--- src/rtl/ps2_mouse_config_sequencer.sv ---
// -----------------------------------------------------------------------------
// ps2_mouse_config_sequencer
//
// Host-side controller sitting on top of a PS/2 mouse transmitter/receiver
// pair. After reset (or a REINIT request) it walks the mouse through its
// configuration sequence:
//    FF reset -> FA ack, AA self-test pass, 00 device id
//    F3 set sample rate -> FA, <rate> -> FA
//    E8 set resolution  -> FA, <res>  -> FA
//    F4 enable streaming -> FA
// Every step is guarded by a response timeout. A failed step restarts the
// whole sequence until MAX_RETRIES attempts have been used, after which the
// block parks in FAIL. Once streaming, 3-byte movement packets are collected
// and published on MOUSE_* with a one-cycle SEND_INTERRUPT.
//
// Ports
//    CLK, RESET          system clock, asynchronous active-low reset
//    SEND_BYTE           one-cycle transmit request
//    BYTE_TO_SEND[7:0]   command byte, held until the next request
//    BYTE_SENT           transmitter done pulse
//    READ_ENABLE         receiver enable (wait and stream states)
//    BYTE_READ[7:0]      received byte, valid with BYTE_READY
//    BYTE_ERROR_CODE[1:0] receiver error code, 0 = ok
//    BYTE_READY          receiver byte-valid pulse
//    CFG_SAMPLE_RATE[7:0] argument of the F3 command
//    CFG_RESOLUTION[1:0] argument of the E8 command
//    REINIT              restart configuration from the beginning
//    MOUSE_STATUS/DX/DY  last complete packet
//    SEND_INTERRUPT      pulse: new packet published
//    INIT_DONE           high while streaming
//    INIT_FAIL           high in FAIL
//    CURRENT_STATE[3:0]  state encoding for debug
// -----------------------------------------------------------------------------
module ps2_mouse_config_sequencer #(
   parameter int TIMEOUT_CYCLES = 5_000_000,
   parameter int PKT_TIMEOUT    = 1_000_000,
   parameter int MAX_RETRIES    = 3
) (
   input  logic       CLK,
   input  logic       RESET,
   output logic       SEND_BYTE,
   output logic [7:0] BYTE_TO_SEND,
   input  logic       BYTE_SENT,
   output logic       READ_ENABLE,
   input  logic [7:0] BYTE_READ,
   input  logic [1:0] BYTE_ERROR_CODE,
   input  logic       BYTE_READY,
   input  logic [7:0] CFG_SAMPLE_RATE,
   input  logic [1:0] CFG_RESOLUTION,
   input  logic       REINIT,
   output logic [7:0] MOUSE_STATUS,
   output logic [7:0] MOUSE_DX,
   output logic [7:0] MOUSE_DY,
   output logic       SEND_INTERRUPT,
   output logic       INIT_DONE,
   output logic       INIT_FAIL,
   output logic [3:0] CURRENT_STATE
);

   typedef enum logic [3:0] {
      S_RST_TX    = 4'h0,
      S_RST_ACK   = 4'h1,
      S_SELFTEST  = 4'h2,
      S_ID        = 4'h3,
      S_RATE_TX   = 4'h4,
      S_RATE_ACK  = 4'h5,
      S_RARG_TX   = 4'h6,
      S_RARG_ACK  = 4'h7,
      S_RES_TX    = 4'h8,
      S_RES_ACK   = 4'h9,
      S_RSARG_TX  = 4'hA,
      S_RSARG_ACK = 4'hB,
      S_EN_TX     = 4'hC,
      S_EN_ACK    = 4'hD,
      S_STREAM    = 4'hE,
      S_FAIL      = 4'hF
   } state_t;

   // The timers fire when they hold the last value, so a state is left after
   // exactly TIMEOUT_CYCLES (or PKT_TIMEOUT) cycles without progress.
   localparam logic [23:0] TO_LAST     = 24'(TIMEOUT_CYCLES - 1);
   localparam logic [23:0] PKT_LAST    = 24'(PKT_TIMEOUT - 1);
   localparam logic [7:0]  RETRY_LIMIT = 8'(MAX_RETRIES);

   function automatic logic f_is_send(input state_t s);
      return (s == S_RST_TX) || (s == S_RATE_TX) || (s == S_RARG_TX) ||
             (s == S_RES_TX) || (s == S_RSARG_TX) || (s == S_EN_TX);
   endfunction

   function automatic logic f_is_wait(input state_t s);
      return (s == S_RST_ACK) || (s == S_SELFTEST) || (s == S_ID) ||
             (s == S_RATE_ACK) || (s == S_RARG_ACK) || (s == S_RES_ACK) ||
             (s == S_RSARG_ACK) || (s == S_EN_ACK);
   endfunction

   function automatic state_t f_succ(input state_t s);
      case (s)
         S_RST_TX:    return S_RST_ACK;
         S_RST_ACK:   return S_SELFTEST;
         S_SELFTEST:  return S_ID;
         S_ID:        return S_RATE_TX;
         S_RATE_TX:   return S_RATE_ACK;
         S_RATE_ACK:  return S_RARG_TX;
         S_RARG_TX:   return S_RARG_ACK;
         S_RARG_ACK:  return S_RES_TX;
         S_RES_TX:    return S_RES_ACK;
         S_RES_ACK:   return S_RSARG_TX;
         S_RSARG_TX:  return S_RSARG_ACK;
         S_RSARG_ACK: return S_EN_TX;
         S_EN_TX:     return S_EN_ACK;
         S_EN_ACK:    return S_STREAM;
         default:     return s;
      endcase
   endfunction

   function automatic logic [7:0] f_expected(input state_t s);
      case (s)
         S_SELFTEST: return 8'hAA;
         S_ID:       return 8'h00;
         default:    return 8'hFA;
      endcase
   endfunction

   function automatic logic [7:0] f_cmd(input state_t s, input logic [7:0] rate,
                                        input logic [1:0] res);
      case (s)
         S_RST_TX:   return 8'hFF;
         S_RATE_TX:  return 8'hF3;
         S_RARG_TX:  return rate;
         S_RES_TX:   return 8'hE8;
         S_RSARG_TX: return {6'd0, res};
         default:    return 8'hF4;
      endcase
   endfunction

   state_t      r_state;
   logic [23:0] r_timer;
   logic [23:0] r_pkt_timer;
   logic [7:0]  r_retries;
   logic        r_issued;
   logic        r_send_byte;
   logic [7:0]  r_byte_to_send;
   logic        r_read_enable;
   logic        r_init_done;
   logic        r_init_fail;
   logic [1:0]  r_idx;
   logic [7:0]  r_sh_status;
   logic [7:0]  r_sh_dx;
   logic [7:0]  r_mouse_status;
   logic [7:0]  r_mouse_dx;
   logic [7:0]  r_mouse_dy;
   logic        r_send_int;

   state_t      w_next;
   logic        w_fail;
   logic        w_leave;
   logic        w_timeout;

   // Next-state decision. A received/sent event on the timeout cycle wins
   // over the timeout itself.
   always_comb begin
      w_next    = r_state;
      w_fail    = 1'b0;
      w_timeout = (r_timer == TO_LAST);
      if (f_is_send(r_state)) begin
         if (r_issued && BYTE_SENT) begin
            w_next = f_succ(r_state);
         end else if (w_timeout) begin
            w_fail = 1'b1;
         end
      end else if (f_is_wait(r_state)) begin
         if (BYTE_READY) begin
            if ((BYTE_ERROR_CODE != 2'd0) || (BYTE_READ != f_expected(r_state))) begin
               w_fail = 1'b1;
            end else begin
               w_next = f_succ(r_state);
            end
         end else if (w_timeout) begin
            w_fail = 1'b1;
         end
      end
      if (w_fail) begin
         w_next = ((r_retries + 8'd1) < RETRY_LIMIT) ? S_RST_TX : S_FAIL;
      end
      // A retry from RST_TX lands in RST_TX again, so a failure always
      // counts as leaving the state (fresh timer, fresh send request).
      w_leave = w_fail || (w_next != r_state);
   end

   always_ff @(posedge CLK or negedge RESET) begin
      if (!RESET) begin
         r_state        <= S_RST_TX;
         r_timer        <= 24'd0;
         r_pkt_timer    <= 24'd0;
         r_retries      <= 8'd0;
         r_issued       <= 1'b0;
         r_send_byte    <= 1'b0;
         r_byte_to_send <= 8'd0;
         r_read_enable  <= 1'b0;
         r_init_done    <= 1'b0;
         r_init_fail    <= 1'b0;
         r_idx          <= 2'd0;
         r_sh_status    <= 8'd0;
         r_sh_dx        <= 8'd0;
         r_mouse_status <= 8'd0;
         r_mouse_dx     <= 8'd0;
         r_mouse_dy     <= 8'd0;
         r_send_int     <= 1'b0;
      end else begin
         r_send_byte <= 1'b0;
         r_send_int  <= 1'b0;
         if (REINIT) begin
            // Partial packet is dropped; published MOUSE_* values are kept.
            r_state       <= S_RST_TX;
            r_retries     <= 8'd0;
            r_timer       <= 24'd0;
            r_pkt_timer   <= 24'd0;
            r_issued      <= 1'b0;
            r_read_enable <= 1'b0;
            r_init_done   <= 1'b0;
            r_init_fail   <= 1'b0;
            r_idx         <= 2'd0;
         end else begin
            r_state       <= w_next;
            r_read_enable <= f_is_wait(w_next) || (w_next == S_STREAM);
            r_init_done   <= (w_next == S_STREAM);
            r_init_fail   <= (w_next == S_FAIL);

            if (w_leave) begin
               r_timer  <= 24'd0;
               r_issued <= 1'b0;
            end else begin
               if (f_is_send(r_state) || f_is_wait(r_state)) begin
                  r_timer <= r_timer + 24'd1;
               end
               // One request per visit to a send state; the argument bytes
               // are sampled here, at request time.
               if (f_is_send(r_state) && !r_issued) begin
                  r_send_byte    <= 1'b1;
                  r_byte_to_send <= f_cmd(r_state, CFG_SAMPLE_RATE, CFG_RESOLUTION);
                  r_issued       <= 1'b1;
               end
            end

            if (w_fail) begin
               r_retries <= r_retries + 8'd1;
            end else if ((w_next == S_STREAM) && (r_state != S_STREAM)) begin
               r_retries <= 8'd0;
            end

            if (r_state == S_STREAM) begin
               if (BYTE_READY) begin
                  r_pkt_timer <= 24'd0;
                  if (BYTE_ERROR_CODE != 2'd0) begin
                     r_idx <= 2'd0;
                  end else begin
                     case (r_idx)
                        2'd0: begin
                           // Bit 3 is always set in a status byte; anything
                           // else is a misaligned byte and is skipped.
                           if (BYTE_READ[3]) begin
                              r_sh_status <= BYTE_READ;
                              r_idx       <= 2'd1;
                           end
                        end
                        2'd1: begin
                           r_sh_dx <= BYTE_READ;
                           r_idx   <= 2'd2;
                        end
                        default: begin
                           r_mouse_status <= r_sh_status;
                           r_mouse_dx     <= r_sh_dx;
                           r_mouse_dy     <= BYTE_READ;
                           r_send_int     <= 1'b1;
                           r_idx          <= 2'd0;
                        end
                     endcase
                  end
               end else if (r_idx != 2'd0) begin
                  if (r_pkt_timer == PKT_LAST) begin
                     r_idx       <= 2'd0;
                     r_pkt_timer <= 24'd0;
                  end else begin
                     r_pkt_timer <= r_pkt_timer + 24'd1;
                  end
               end
            end
         end
      end
   end

   assign SEND_BYTE      = r_send_byte;
   assign BYTE_TO_SEND   = r_byte_to_send;
   assign READ_ENABLE    = r_read_enable;
   assign MOUSE_STATUS   = r_mouse_status;
   assign MOUSE_DX       = r_mouse_dx;
   assign MOUSE_DY       = r_mouse_dy;
   assign SEND_INTERRUPT = r_send_int;
   assign INIT_DONE      = r_init_done;
   assign INIT_FAIL      = r_init_fail;
   assign CURRENT_STATE  = r_state;

endmodule

--- config.mk ---
export PLATFORM = sky130hd
export DESIGN_NAME = ps2_mouse_config_sequencer
export DESIGN_NICKNAME = d
export VERILOG_FILES = /design/src/rtl/ps2_mouse_config_sequencer.sv
export SDC_FILE = /design/constraint.sdc
export NUM_CORES = 1
export LEC_CHECK = 0
export CAP_MARGIN = 20
export CORE_UTILIZATION = 58
export CTS_BUF_LIST = sky130_fd_sc_hd__clkbuf_8 sky130_fd_sc_hd__clkbuf_16
export DETAILED_ROUTE_END_ITERATION = 16
export DONT_BUFFER_PORTS = 1
export PLACE_DENSITY = 0.85
export SKIP_LAST_GASP = 1
export SLEW_MARGIN = 20
export SYNTH_ARGS = -nofsm -noshare
export SYNTH_HDL_FRONTEND = slang
export SYNTH_SLANG_ARGS = --single-unit
--- constraint.sdc ---
create_clock -name CLK -period 3.1 [get_ports CLK]
set_input_delay 0.62 -clock CLK [delete_from_list [all_inputs] [get_ports CLK]]
set_output_delay 0.62 -clock CLK [all_outputs]
set_load 0.01 [all_outputs]
# --- Word-level counts from Yosys, hierarchy flattened ---
# Cells that the tools add are included.
op_classes:
  add_sub_neg: 3
  magnitude_cmp: 1
  eq_ne: 31
  mux: 53
  n_bitwise: 4
  reduce_logical: 44
ops:
  columns: ["op", "n"]
  rows:
  - ["24-bit 2-to-1 mux", 8]
  - ["4-bit case mux with 14 select lines", 1]
  - ["24-bit by 1-bit adder with 24-bit output (second input constant)", 2]
  - ["4-bit == test (second input constant)", 12]
  - ["8-bit 2-to-1 mux", 6]
  - ["8-bit case mux with 5 select lines", 1]
  - ["4-bit 2-to-1 mux", 8]
  - ["24-bit by 20-bit == test with 1-bit output (second input constant)", 1]
  - ["24-bit by 23-bit == test with 1-bit output (second input constant)", 1]
  - ["4-bit by 3-bit == test with 1-bit output (second input constant)", 6]
  - ["1-bit logical OR", 23]
  - ["1-bit 2-to-1 mux", 20]
  - ["4-bit by 2-bit == test with 1-bit output (second input constant)", 4]
  - ["8-bit case mux with 2 select lines", 1]
  - ["3-bit nonzero test", 5]
  - ["2-bit 2-to-1 mux", 7]
  - ["5-bit AND reduction", 2]
  - ["8-bit by 1-bit adder with 8-bit output (second input constant)", 1]
  - ["4-bit by 1-bit == test with 1-bit output (second input constant)", 2]
  - ["8-bit by 2-bit < comparator with 1-bit output (second input constant)", 1]
  - ["8-bit inequality test", 1]
  - ["6-bit AND reduction", 1]
  - ["2-bit nonzero test", 3]
  - ["5-bit inequality test (second input constant)", 1]
  - ["other kinds (13)", 18]
totals:
  register_bits: 116
  inputBits: 25
  word_cells: 153

# --- Depth between registers and ports, before layout ---
# Gate-level depths: netlist of the first run.
depth:
  ltp_word: 27
  depth_mapped: 9

# --- Worst setup path after synthesis of the first run ---
# OpenSTA, ideal clock, no wires.
synth_timing:
  path_kind: "input to register"
  startpoint: "in BYTE_READ[1]"
  endpoint: "reg r_timer[12]"
  setup_time_ps: 72
  arrival_time_ps: 2359
  slack_ps: 669
  cell_stages: 8
  cell_sequence: "or4_4 mux2i_4 nand3_2 a21o_1 buf_6 a211o_4 buf_6 nor2_1"
synth_via:
  elab_chain_cells: 11
  word_cells_on_any_way: 16
synth_rtl:
  columns: ["item", "line", "rtl"]
  rows:
  - ["start: declaration", "45", "input logic [7:0] BYTE_READ,"]
  - ["8-bit inequality test (*)", "173", "if ((BYTE_ERROR_CODE != 2'd0) || (BYTE_READ != f_expected(r_state))) begin"]
  - ["1-bit logical OR (*)", "173", null]
  - ["4-bit 2-to-1 mux or 1-bit 2-to-1 mux (tied branches)", "173", null]
  - ["4-bit 2-to-1 mux or 1-bit 2-to-1 mux (tied branches)", "172", "if (BYTE_READY) begin"]
  - ["4-bit 2-to-1 mux or 1-bit 2-to-1 mux (tied branches)", "171", "end else if (f_is_wait(r_state)) begin"]
  - ["4-bit 2-to-1 mux or 1-bit 2-to-1 mux (tied branches)", "165", "if (f_is_send(r_state)) begin"]
  - ["4-bit 2-to-1 mux", "182", "if (w_fail) begin"]
  - ["4-bit inequality test", "187", "w_leave = w_fail || (w_next != r_state);"]
  - ["1-bit logical OR (*)", "187", null]
  - ["24-bit 2-to-1 mux", "229", "if (w_leave) begin"]
  - ["24-bit 2-to-1 mux", "212", "if (REINIT) begin"]
  - ["end signal: assignment", "234", "r_timer <= r_timer + 24'd1;"]
  - ["end: declaration", "137", "logic [23:0] r_timer;"]
# Mark *: on every way between the ends. The rest lies on a longest branch, timed or not.
# A chain may end at the register's enable or synchronous reset.

# --- Final worst setup path of the first run ---
layout_timing:
  startpoint: "reg r_timer[9]"
  endpoint: "reg r_timer[17]"
layout_via:
  elab_chain_cells: 10
  word_cells_on_any_way: 14
layout_rtl:
  columns: ["item", "line", "rtl"]
  rows:
  - ["24-bit by 23-bit == test with 1-bit output", "164", "w_timeout = (r_timer == TO_LAST);"]
  - ["1-bit 2-to-1 mux", "168, 178", null]
  - ["1-bit 2-to-1 mux", "172", null]
  - ["1-bit 2-to-1 mux", "171", null]
  - ["1-bit 2-to-1 mux", "165", null]
  - ["4-bit 2-to-1 mux", "182", null]
  - ["4-bit inequality test", "187", null]
  - ["1-bit logical OR", "187", null]
  - ["24-bit 2-to-1 mux", "229", null]
  - ["24-bit 2-to-1 mux", "212", null]
# Several ways; a longest one is shown, not always the timed one. The select of a mux whose other input is x is not followed.

==> flow_summary_export.csv, run 1 <==
group,metric,value,unit
logic_synthesis,async_flop_share,100,%
layout,fill_cells,723,
drt,dr_total_vias,4771,
cts,clkTransAtPathRegs,0.07,ns
floorplan,start_util,59.9,%
layout,drive_gt1_share,11.3,%
logic_synthesis,synth_common_cells,"118 x nand2_1, 116 x dfrtp_1, 65 x nor2_1",
timing,period_share,87.2,%
worst_setup_path,reg2reg_depth,6,
worst_setup_path,worstPathRequired,3.50,ns
logic_synthesis,ys.warnings.count,0,
timing,fmax,0.370,GHz
layout,finalNetCount,653,
logic_synthesis,ys_seq_area_share,49.5,%
worst_setup_path,crit_path_end,"r_timer[17]",
floorplan,coreArea,9770,µm²
timing,final-max-slew-violation-count,0,
timing,rsz0062_at_grt,"no",
placement,io_buffers,0,
power_and_ir_drop,p_per_area,568,nW/µm²
grt,gr-total-overflow,0,
layout,stdcell_area,6540,µm²
drt,drc,0,
cts,clock-sinks,116,
grt,track_usage,28.6,%
run_status,status,"complete, but fails checks",
cts,cts_buffers,17,
cts,clk-insertion-delay-late,0.53,ns
floorplan,num_rows,36,
layout,antenna_cells,0,
timing,layout_min_cycle_time,2.70,ns
logic_synthesis,synthMostInstantiatedCell,"nand2_1",
floorplan,die_area,10500,µm²
timing,skew,0.00859,ns
drt,drt_iter0_drc,296,
logic_synthesis,synthCells,621,
logic_synthesis,syn_area_per_cell,9.44,µm²
placement,dp_hpwl,8.71,mm
logic_synthesis,synth_top_area_share,49.5,%
cts,cts.path.max_buffers,2,
cts,cts_tree,"done",
timing,worst_pin_slew,0.702,ns
cts,htreeDepth,4,
layout,regArea,2900,µm²
logic_synthesis,ys_ff_latch,116,
drt,wl_per_cell,17.8,µm
timing,timing.slew.headroom,52.8,%
placement,place.gp.congestion,0.835,
grt,antenna_found_initial,0,
logic_synthesis,synth_area,5860,µm²
worst_setup_path,setup.worst_path.start,"r_timer[9]",
grt,grt_pass1_wl,22.8,mm
power_and_ir_drop,leakage,2.89,nW
worst_setup_path,path_class,"register to register",
timing,finalSetupTns,0,ns
timing,hold-worst-slack,-0.220,ns
run_status,violations,"hold timing",
cts,post_cts_buffers,0,
layout,multi_input_comb_area,2800,µm²
floorplan,die_w,103,µm
timing,hold_viol,116,
power_and_ir_drop,vdd.ir_drop.worst,0.000463,V
drt,totalWireLength,13.7,mm
logic_synthesis,synthDistinctLibCells,62,
worst_setup_path,r2r_start,"r_timer[9]",
floorplan,pin_count,66,
timing,setup_slack,0.396,ns
worst_setup_path,crit_path_start_kind,"register",
logic_synthesis,synth-edff-count,0,
worst_setup_path,crit_path_max_fanout,25,
drt,final_antenna_net_count,0,
placement,place_ws,0.409,ns
cts,cts_resized,0,
worst_setup_path,critPathCaptureType,"register",
placement,placed_area,5970,µm²
floorplan,die_h,103,µm
cts,root_buffer,"clkbuf_8",
timing,finalSetupViolCount,0,
grt,grt_max_degree,117,
worst_hold_path,min_path_type,"input pin to asynchronous set/reset pin",
logic_synthesis,synth_fp_nets,650,
logic_synthesis,synth_top_area_cell,"dfrtp_1",
drt,first_pass_iters,4,
job,maxCapViolCount,0,
layout,finish.utilization,66.9,%
worst_setup_path,rr_endpoint,"r_timer[17]",
worst_setup_path,cp.arrival,3.10,ns
grt,grt_pass1_vias,4816,
worst_setup_path,rrSetupSlack,0.40,ns
logic_synthesis,synthTopCellsByArea,"dfrtp_1 50%, nand2_1 7.6%, nor2_1 4.2%, mux2_2 3.5%, xnor2_1 2.8%",
logic_synthesis,synth_ff_type,"dfrtp_1",
drt,vias_per_cell,6.20,
layout,areaGrowthSynthToFinish,11.6,%
[worst min path at each step]
stage               slack (ns)         endpoint  startpoint
floorplan                 0.32  BYTE_TO_SEND[0]       RESET
global placement          0.33        INIT_FAIL       RESET
detailed placement        0.33     r_retries[4]       RESET
CTS                      -0.23  BYTE_TO_SEND[6]       RESET
global route             -0.24   r_pkt_timer[5]       RESET
finish                   -0.22  BYTE_TO_SEND[0]       RESET
[critical path: stages, from the launching register on]
cell	delay (ns)
dfrtp_1	0.44
nand4_1	0.17
or4_1	0.51
nor4_1	0.64
a21o_1	0.35
a211o_4	0.36
nor2_1	0.09
[kinds of logic after synthesis]
family	synth area share (%)
fa+ha+maj	0.854
xor+xnor	5.08
buf+inv	2.71
simple gates	25.9
compound gates	11.7
flops	49.5
mux	4.19
[report_power, final]
part / switching, mW / internal (mW)
Combinational: 0.134 / 0.0759
Sequential: 0.0667 / 1.56
Clock: 0.839 / 1.04
[state kept, by name (all words and copies together) (netlist names), 8 cells and up]
register,flops
r_pkt_timer,24
r_timer,24
BYTE_TO_SEND,8
MOUSE_DX,8
MOUSE_DY,8
MOUSE_STATUS,8
r_retries,8
r_sh_dx,8
r_sh_status,8
[final cells by class]
class | instances | area share (%)
inverters | 11 | 0.632
clock inverters | 15 | 2.35
well taps | 133 | 2.55
flip-flops and latches | 116 | 44.4
repair buffers | 8 | 0.919
multi-input cells | 470 | 42.8
clock buffers | 17 | 6.34
[placed cells by master (no fill, tap or decap), types with 16 or more instances in the layout]
cell type	instances
a21oi_1	21
clkbuf_16	16
dfrtp_1	116
mux2_2	18
nand2_1	118
nand3_1	26
nand4_1	17
nor2_1	65
o21ai_0	31
xnor2_1	19
[per-stage QoR]
stage	instances	total power, mW
after floorplan	621	1.83
after detailed placement	738	1.86
after global routing	770	3.83
final	770	3.71
after CTS	770	3.73
after global placement	738	1.85
[routing by layer]
layer	track usage (%)	wire [µm]	part of all wire, %
met1	35.7	5640	41
met2	46.6	6770	49
met3	9.56	1020	7.5
met4	10.4	282	2.1
met5	0	0	0
Power figures use the tool's default switching activity.
==> run 2, diff against run 1 <==
--- a/config.mk
+++ b/config.mk
@@ -6,11 +6,11 @@
 export NUM_CORES = 1
 export LEC_CHECK = 0
 export CAP_MARGIN = 20
-export CORE_UTILIZATION = 58
+export CORE_UTILIZATION = 50
 export CTS_BUF_LIST = sky130_fd_sc_hd__clkbuf_8 sky130_fd_sc_hd__clkbuf_16
 export DETAILED_ROUTE_END_ITERATION = 16
 export DONT_BUFFER_PORTS = 1
-export PLACE_DENSITY = 0.85
+export PLACE_DENSITY = 0.76
 export SKIP_LAST_GASP = 1
 export SLEW_MARGIN = 20
 export SYNTH_ARGS = -nofsm -noshare
==> flow_summary_export.csv, run 2 (same netlist as run 1, synthesis figures left out) <==
group,metric,value,unit
run_status,status,"complete, but fails checks",
run_status,violations,"hold timing",
floorplan,die_area,12200,µm²
timing,hold_viol,116,
worst_setup_path,worstPathRequired,3.39,ns
drt,drt_iter0_drc,327,
placement,dp_hpwl,8.74,mm
layout,top_regs,"r_pkt_timer x24, r_timer x24",
drt,final_antenna_net_count,0,
floorplan,start_util,51.3,%
power_and_ir_drop,power_frac_clock,50.8,%
timing,skew,0.0101,ns
drt,vias_per_cell,6.07,
grt,gr-total-overflow,0,
timing,rsz0062_at_grt,"no",
layout,finalNetCount,656,
timing,finalSetupViolCount,0,
worst_setup_path,crit_path_start_kind,"register",
drt,first_pass_iters,5,
cts,cts_resized,0,
cts,cts.path.max_buffers,2,
timing,period_share,85.0,%
floorplan,die_h,110,µm
worst_setup_path,critPathCaptureType,"register",
placement,io_buffers,0,
cts,post_cts_buffers,0,
placement,place.gp.congestion,0.870,
layout,drive_gt1_share,11.7,%
cts,clkTransAtPathRegs,0.06,ns
layout,mostFrequentLayoutCells,"118 x nand2_1, 116 x dfrtp_1, 65 x nor2_1",
timing,layout_min_cycle_time,2.64,ns
worst_setup_path,cp.arrival,2.93,ns
timing,setup_slack,0.464,ns
power_and_ir_drop,p_per_area,570,nW/µm²
cts,clock-sinks,116,
layout,finish.utilization,57.6,%
cts,cts_buffers,17,
power_and_ir_drop,seq_power_share,43.3,%
grt,grt_pass1_vias,4501,
grt,grt_pass1_wl,21.9,mm
floorplan,coreArea,11400,µm²
power_and_ir_drop,vdd.ir_drop.worst,0.000438,V
power_and_ir_drop,swShare,25.6,%
drt,dr_total_vias,4749,
cts,clk-insertion-delay-late,0.42,ns
power_and_ir_drop,leakage,2.91,nW
timing,timing.slew.headroom,54.9,%
job,maxCapViolCount,0,
floorplan,num_rows,39,
cts,htreeDepth,4,
layout,final_common_cell,"nand2_1",
placement,place_ws,0.375,ns
cts,root_buffer,"clkbuf_16",
timing,finalSetupTns,0,ns
drt,totalWireLength,13.2,mm
timing,worst_pin_slew,0.670,ns
grt,track_usage,23.7,%
layout,fill_cells,978,
cts,cts_tree,"done",
floorplan,pin_count,66,
drt,drc,0,
timing,hold-worst-slack,-0.104,ns
power_and_ir_drop,p_sw,0.962,mW
layout,areaGrowthSynthToFinish,12.3,%
worst_hold_path,min_path_type,"input pin to asynchronous set/reset pin",
grt,grt_max_degree,117,
timing,final-max-slew-violation-count,0,
power_and_ir_drop,p_comb_share,5.8,%
power_and_ir_drop,p_int,2.79,mW
floorplan,die_w,110,µm
timing,fmax,0.379,GHz
grt,antenna_found_initial,0,
worst_setup_path,crit_path_max_fanout,25,
drt,wl_per_cell,16.8,µm
layout,antenna_cells,0,
worst_setup_path,path_class,"register to register",
[run 2: cell count changes in the layout (fill, tap and decap cells not counted), sizes merged]
cell and change:
bufinv +1, clkbuf +1, clkinvlp +1, buf +3
inv -3
[run 2: power groups by stage]
stage               logic, mW  registers, mW  clock network, mW
floorplan               0.192           1.64                  0
global placement        0.206           1.65                  0
detailed placement      0.217           1.65                  0
CTS                     0.218           1.63               1.94
global route            0.243           1.63               2.01
finish                  0.219           1.63               1.91
[run 2: area by class of cell]
| cell class | count | area (µm²) | share of cell area, % |
|---|---|---|---|
| tap | 143 | 179 | 2.72 |
| clock inverter | 14 | 140 | 2.13 |
| clock buffer | 18 | 439 | 6.67 |
| sequential | 116 | 2900 | 44.1 |
| inverter | 11 | 41.3 | 0.627 |
| multi-input combinational | 470 | 2800 | 42.5 |
| timing repair buffer | 11 | 82.6 | 1.25 |
[run 2: routing by layer]
| layer | up-vias | global-route usage [%] | share of wire (%) |
|---|---|---|---|
| met5 | - | 0 | 0 |
| met4 | 0 | 8.83 | 1.3 |
| met3 | 16 | 6.82 | 6.0 |
| met2 | 135 | 37.0 | 49 |
| met1 | 2391 | 31.4 | 44 |
| li1 | 2207 | - | - |
[run 2: per-stage QoR]
stage | power (mW) | cell area [µm²] | cells
floorplan | 1.83 | 5860 | 621
global placement | 1.86 | 6000 | 751
detailed placement | 1.87 | 6000 | 751
CTS | 3.78 | 6580 | 783
global route | 3.89 | 6580 | 783
finish | 3.75 | 6580 | 783
[run 2: final timing paths]
| check | from | to | slack [ns] | depth (start not counted) |
|---|---|---|---|---|
| max | r_timer[8] | r_timer[0] | 0.46 | 6 |
| max in group asynchronous | RESET | r_timer[22] | 3.05 | 0 |
| max reg2reg | r_timer[8] | r_timer[0] | 0.46 | 6 |
| min in group CLK | REINIT | INIT_FAIL | 0.29 | 1 |
| min reg2reg | r_sh_status[1] | MOUSE_STATUS[1] | 0.46 | 2 |
| min | RESET | BYTE_TO_SEND[2] | -0.10 | 0 |
[run 2: critical path, cell delays in order (launching register included)]
cell and delay (ns):
dfrtp_1 0.43, nand4_1 0.14, or4_1 0.50, nor4_1 0.62, a21o_1 0.36, a211o_4 0.36, nor2_1 0.09
==> run 3, diff against run 2 <==
--- a/config.mk
+++ b/config.mk
@@ -5,6 +5,7 @@
 export SDC_FILE = /design/constraint.sdc
 export NUM_CORES = 1
 export LEC_CHECK = 0
+export ABC_AREA = 1
 export CAP_MARGIN = 20
 export CORE_UTILIZATION = 50
 export CTS_BUF_LIST = sky130_fd_sc_hd__clkbuf_8 sky130_fd_sc_hd__clkbuf_16
==> flow_summary_export.csv, run 3 <==
group,metric,value,unit
run_status,violations,"hold timing",
worst_setup_path,path_class,"register to register",
layout,fill_cells,976,
cts,clock-sinks,116,
placement,dp_hpwl,9.29,mm
grt,grt_pass1_vias,4880,
floorplan,num_rows,39,
timing,finalSetupViolCount,0,
layout,final_cells,913,
grt,track_usage,23.1,%
worst_setup_path,crit_path_start_kind,"register",
run_status,status,"complete, but fails checks",
logic_synthesis,synthDistinctLibCells,45,
layout,final_common_cell,"nand2_1",
timing,finalSetupTns,0,ns
logic_synthesis,synth_fp_nets,778,
drt,wl_per_cell,14.6,µm
floorplan,start_util,51.6,%
drt,dr_total_vias,5046,
timing,timing.slew.headroom,43.0,%
logic_synthesis,synth_area,5910,µm²
placement,io_buffers,0,
logic_synthesis,ys.warnings.count,0,
layout,finalNetCount,787,
logic_synthesis,syn_area_per_cell,7.89,µm²
grt,antenna_found_initial,0,
cts,root_buffer,"clkbuf_16",
drt,first_pass_iters,5,
timing,fmax,0.356,GHz
cts,cts_tree,"done",
layout,drive_gt1_share,10.0,%
power_and_ir_drop,vdd.ir_drop.worst,0.000780,V
layout,top_regs,"r_pkt_timer x24, r_timer x24",
layout,areaGrowthSynthToFinish,13.0,%
worst_setup_path,crit_path_max_fanout,8,
worst_setup_path,critPathCaptureType,"register",
worst_setup_path,worstPathRequired,3.39,ns
grt,grt_pass1_wl,22.7,mm
cts,htreeDepth,4,
layout,finish.utilization,58.3,%
cts,cts.path.max_buffers,2,
drt,drc,0,
floorplan,die_w,111,µm
drt,final_antenna_net_count,0,
placement,place.gp.congestion,0.890,
timing,layout_min_cycle_time,2.81,ns
drt,totalWireLength,13.3,mm
grt,gr-total-overflow,0,
timing,rsz0062_at_grt,"no",
logic_synthesis,synth_top_area_cell,"dfrtp_1",
logic_synthesis,synthTopCellsByArea,"dfrtp_1 49%, nand2_1 13%, nor2_1 5.4%, inv_1 5.3%, o21ai_0 3.9%",
logic_synthesis,ys_ff_latch,116,
timing,period_share,90.6,%
cts,clk-insertion-delay-late,0.42,ns
logic_synthesis,synth_common_cells,"206 x nand2_1, 116 x dfrtp_1, 85 x nor2_1",
timing,hold-worst-slack,-0.101,ns
logic_synthesis,ys_seq_area_share,49.1,%
logic_synthesis,synth_ff_type,"dfrtp_1",
logic_synthesis,synth_top_area_share,49.1,%
power_and_ir_drop,leakage,3.18,nW
worst_setup_path,cp.arrival,3.10,ns
drt,drt_iter0_drc,453,
grt,grt_max_degree,117,
logic_synthesis,synth-edff-count,0,
floorplan,coreArea,11500,µm²
timing,final-max-slew-violation-count,0,
floorplan,pin_count,66,
logic_synthesis,async_flop_share,100,%
job,maxCapViolCount,0,
timing,skew,0.00853,ns
worst_hold_path,min_path_type,"input pin to asynchronous set/reset pin",
placement,dpl.cell_count,882,
cts,clkTransAtPathRegs,0.05,ns
layout,mostFrequentLayoutCells,"206 x nand2_1, 115 x dfrtp_1, 86 x inv_1",
layout,antenna_cells,0,
timing,hold_viol,116,
floorplan,die_area,12300,µm²
power_and_ir_drop,p_per_area,745,nW/µm²
floorplan,die_h,111,µm
logic_synthesis,synthCells,749,
layout,regArea,2900,µm²
cts,cts_buffers,17,
placement,placed_area,6060,µm²
cts,post_cts_buffers,0,
layout,multi_input_comb_area,2590,µm²
layout,stdcell_area,6680,µm²
logic_synthesis,synthMostInstantiatedCell,"nand2_1",
timing,worst_pin_slew,0.854,ns
drt,vias_per_cell,5.53,
## run 3: cell count changes in the layout (fill, tap and decap cells not counted), moves of 15 or more
cell     previous run  this run
nand2_1           118       206
inv_1              10        86
mux2_2             18         0
xnor2_1            19         4
o21ai_0            31        46
nor2_1             65        85
## run 3: worst max-delay path: stages, from the launching register on
cell      delay, ns
dfrtp_1        0.53
nor2_4         0.26
nand2_2        0.13
o21ai_1        0.22
nand3_1        0.23
o211ai_1       0.22
o21ai_0        0.16
nand2_1        0.12
nand2_1        0.07
nor3_1         0.23
nand2_1        0.27
nand3_1        0.14
o21ai_0        0.09
## run 3: repair_timing
item | 4_1_cts | 5_1_grt
gates resized for setup | 0 | 1
endpoints found under the hold margin | 116 | 116
endpoints found under the setup margin | 0 | 6
## run 3: cells by family after synthesis
kind of cell	Yosys count	share of synthesized area, %
compound gates	96	9.40
simple gates	406	30.8
buf+inv	108	7.07
flops	116	49.1
fa+ha+maj	4	0.846
xor+xnor	19	2.81
## run 3: cell type report
type | instances | area share (%)
multi-input cells | 525 | 38.8
inverters | 93 | 5.26
flip-flops and latches | 116 | 43.5
repair buffers | 5 | 0.562
well taps | 143 | 2.68
clock inverters | 12 | 2.45
clock buffers | 19 | 6.78
## run 3: layer usage
| metal | up-vias | wire length (µm) | GRT usage (%) | share of wire (%) |
|---|---|---|---|---|
| met2 | 199 | 6130 | 34.9 | 46 |
| met4 | 0 | 310 | 10.7 | 2.3 |
| met3 | 36 | 891 | 7.38 | 6.7 |
| met1 | 2374 | 5970 | 30.1 | 45 |
| li1 | 2437 | - | - | - |
| met5 | - | 0 | 0 | 0 |
## run 3: power by group
group	leakage [nW]	total, mW	internal, mW	switching [mW]
Combinational	1.29	1.13	0.363	0.764
Sequential	1.59	1.83	1.64	0.189
Clock	0.305	2.03	1.37	0.658
Total	3.18	4.98	3.37	1.61
## run 3: worst paths after layout
check / slack [ns] / end / depth (start not counted) / start
worst max-delay path: 0.29 / r_retries[0] / 12 / CURRENT_STATE[2]
worst min-delay path: -0.10 / MOUSE_DX[4] / 0 / RESET
worst max register to register: 0.29 / r_retries[0] / 12 / CURRENT_STATE[2]
worst min register to register: 0.46 / r_sh_status[3] / 2 / r_sh_status[3]
max in group asynchronous: 3.04 / CURRENT_STATE[1] / 0 / RESET
min in group CLK: 0.27 / CURRENT_STATE[2] / 1 / REINIT
## run 3: per-stage QoR
step	total power, mW	worst slack, ns	hold WS [ns]
2_1_floorplan	2.72	0.729	0.324
5_1_grt	5.23	0.00760	-0.119
3_3_place_gp	2.91	0.404	0.327
4_1_cts	5.00	0.287	-0.116
6_report	4.98	0.292	-0.101
3_5_place_dp	2.95	0.252	0.327
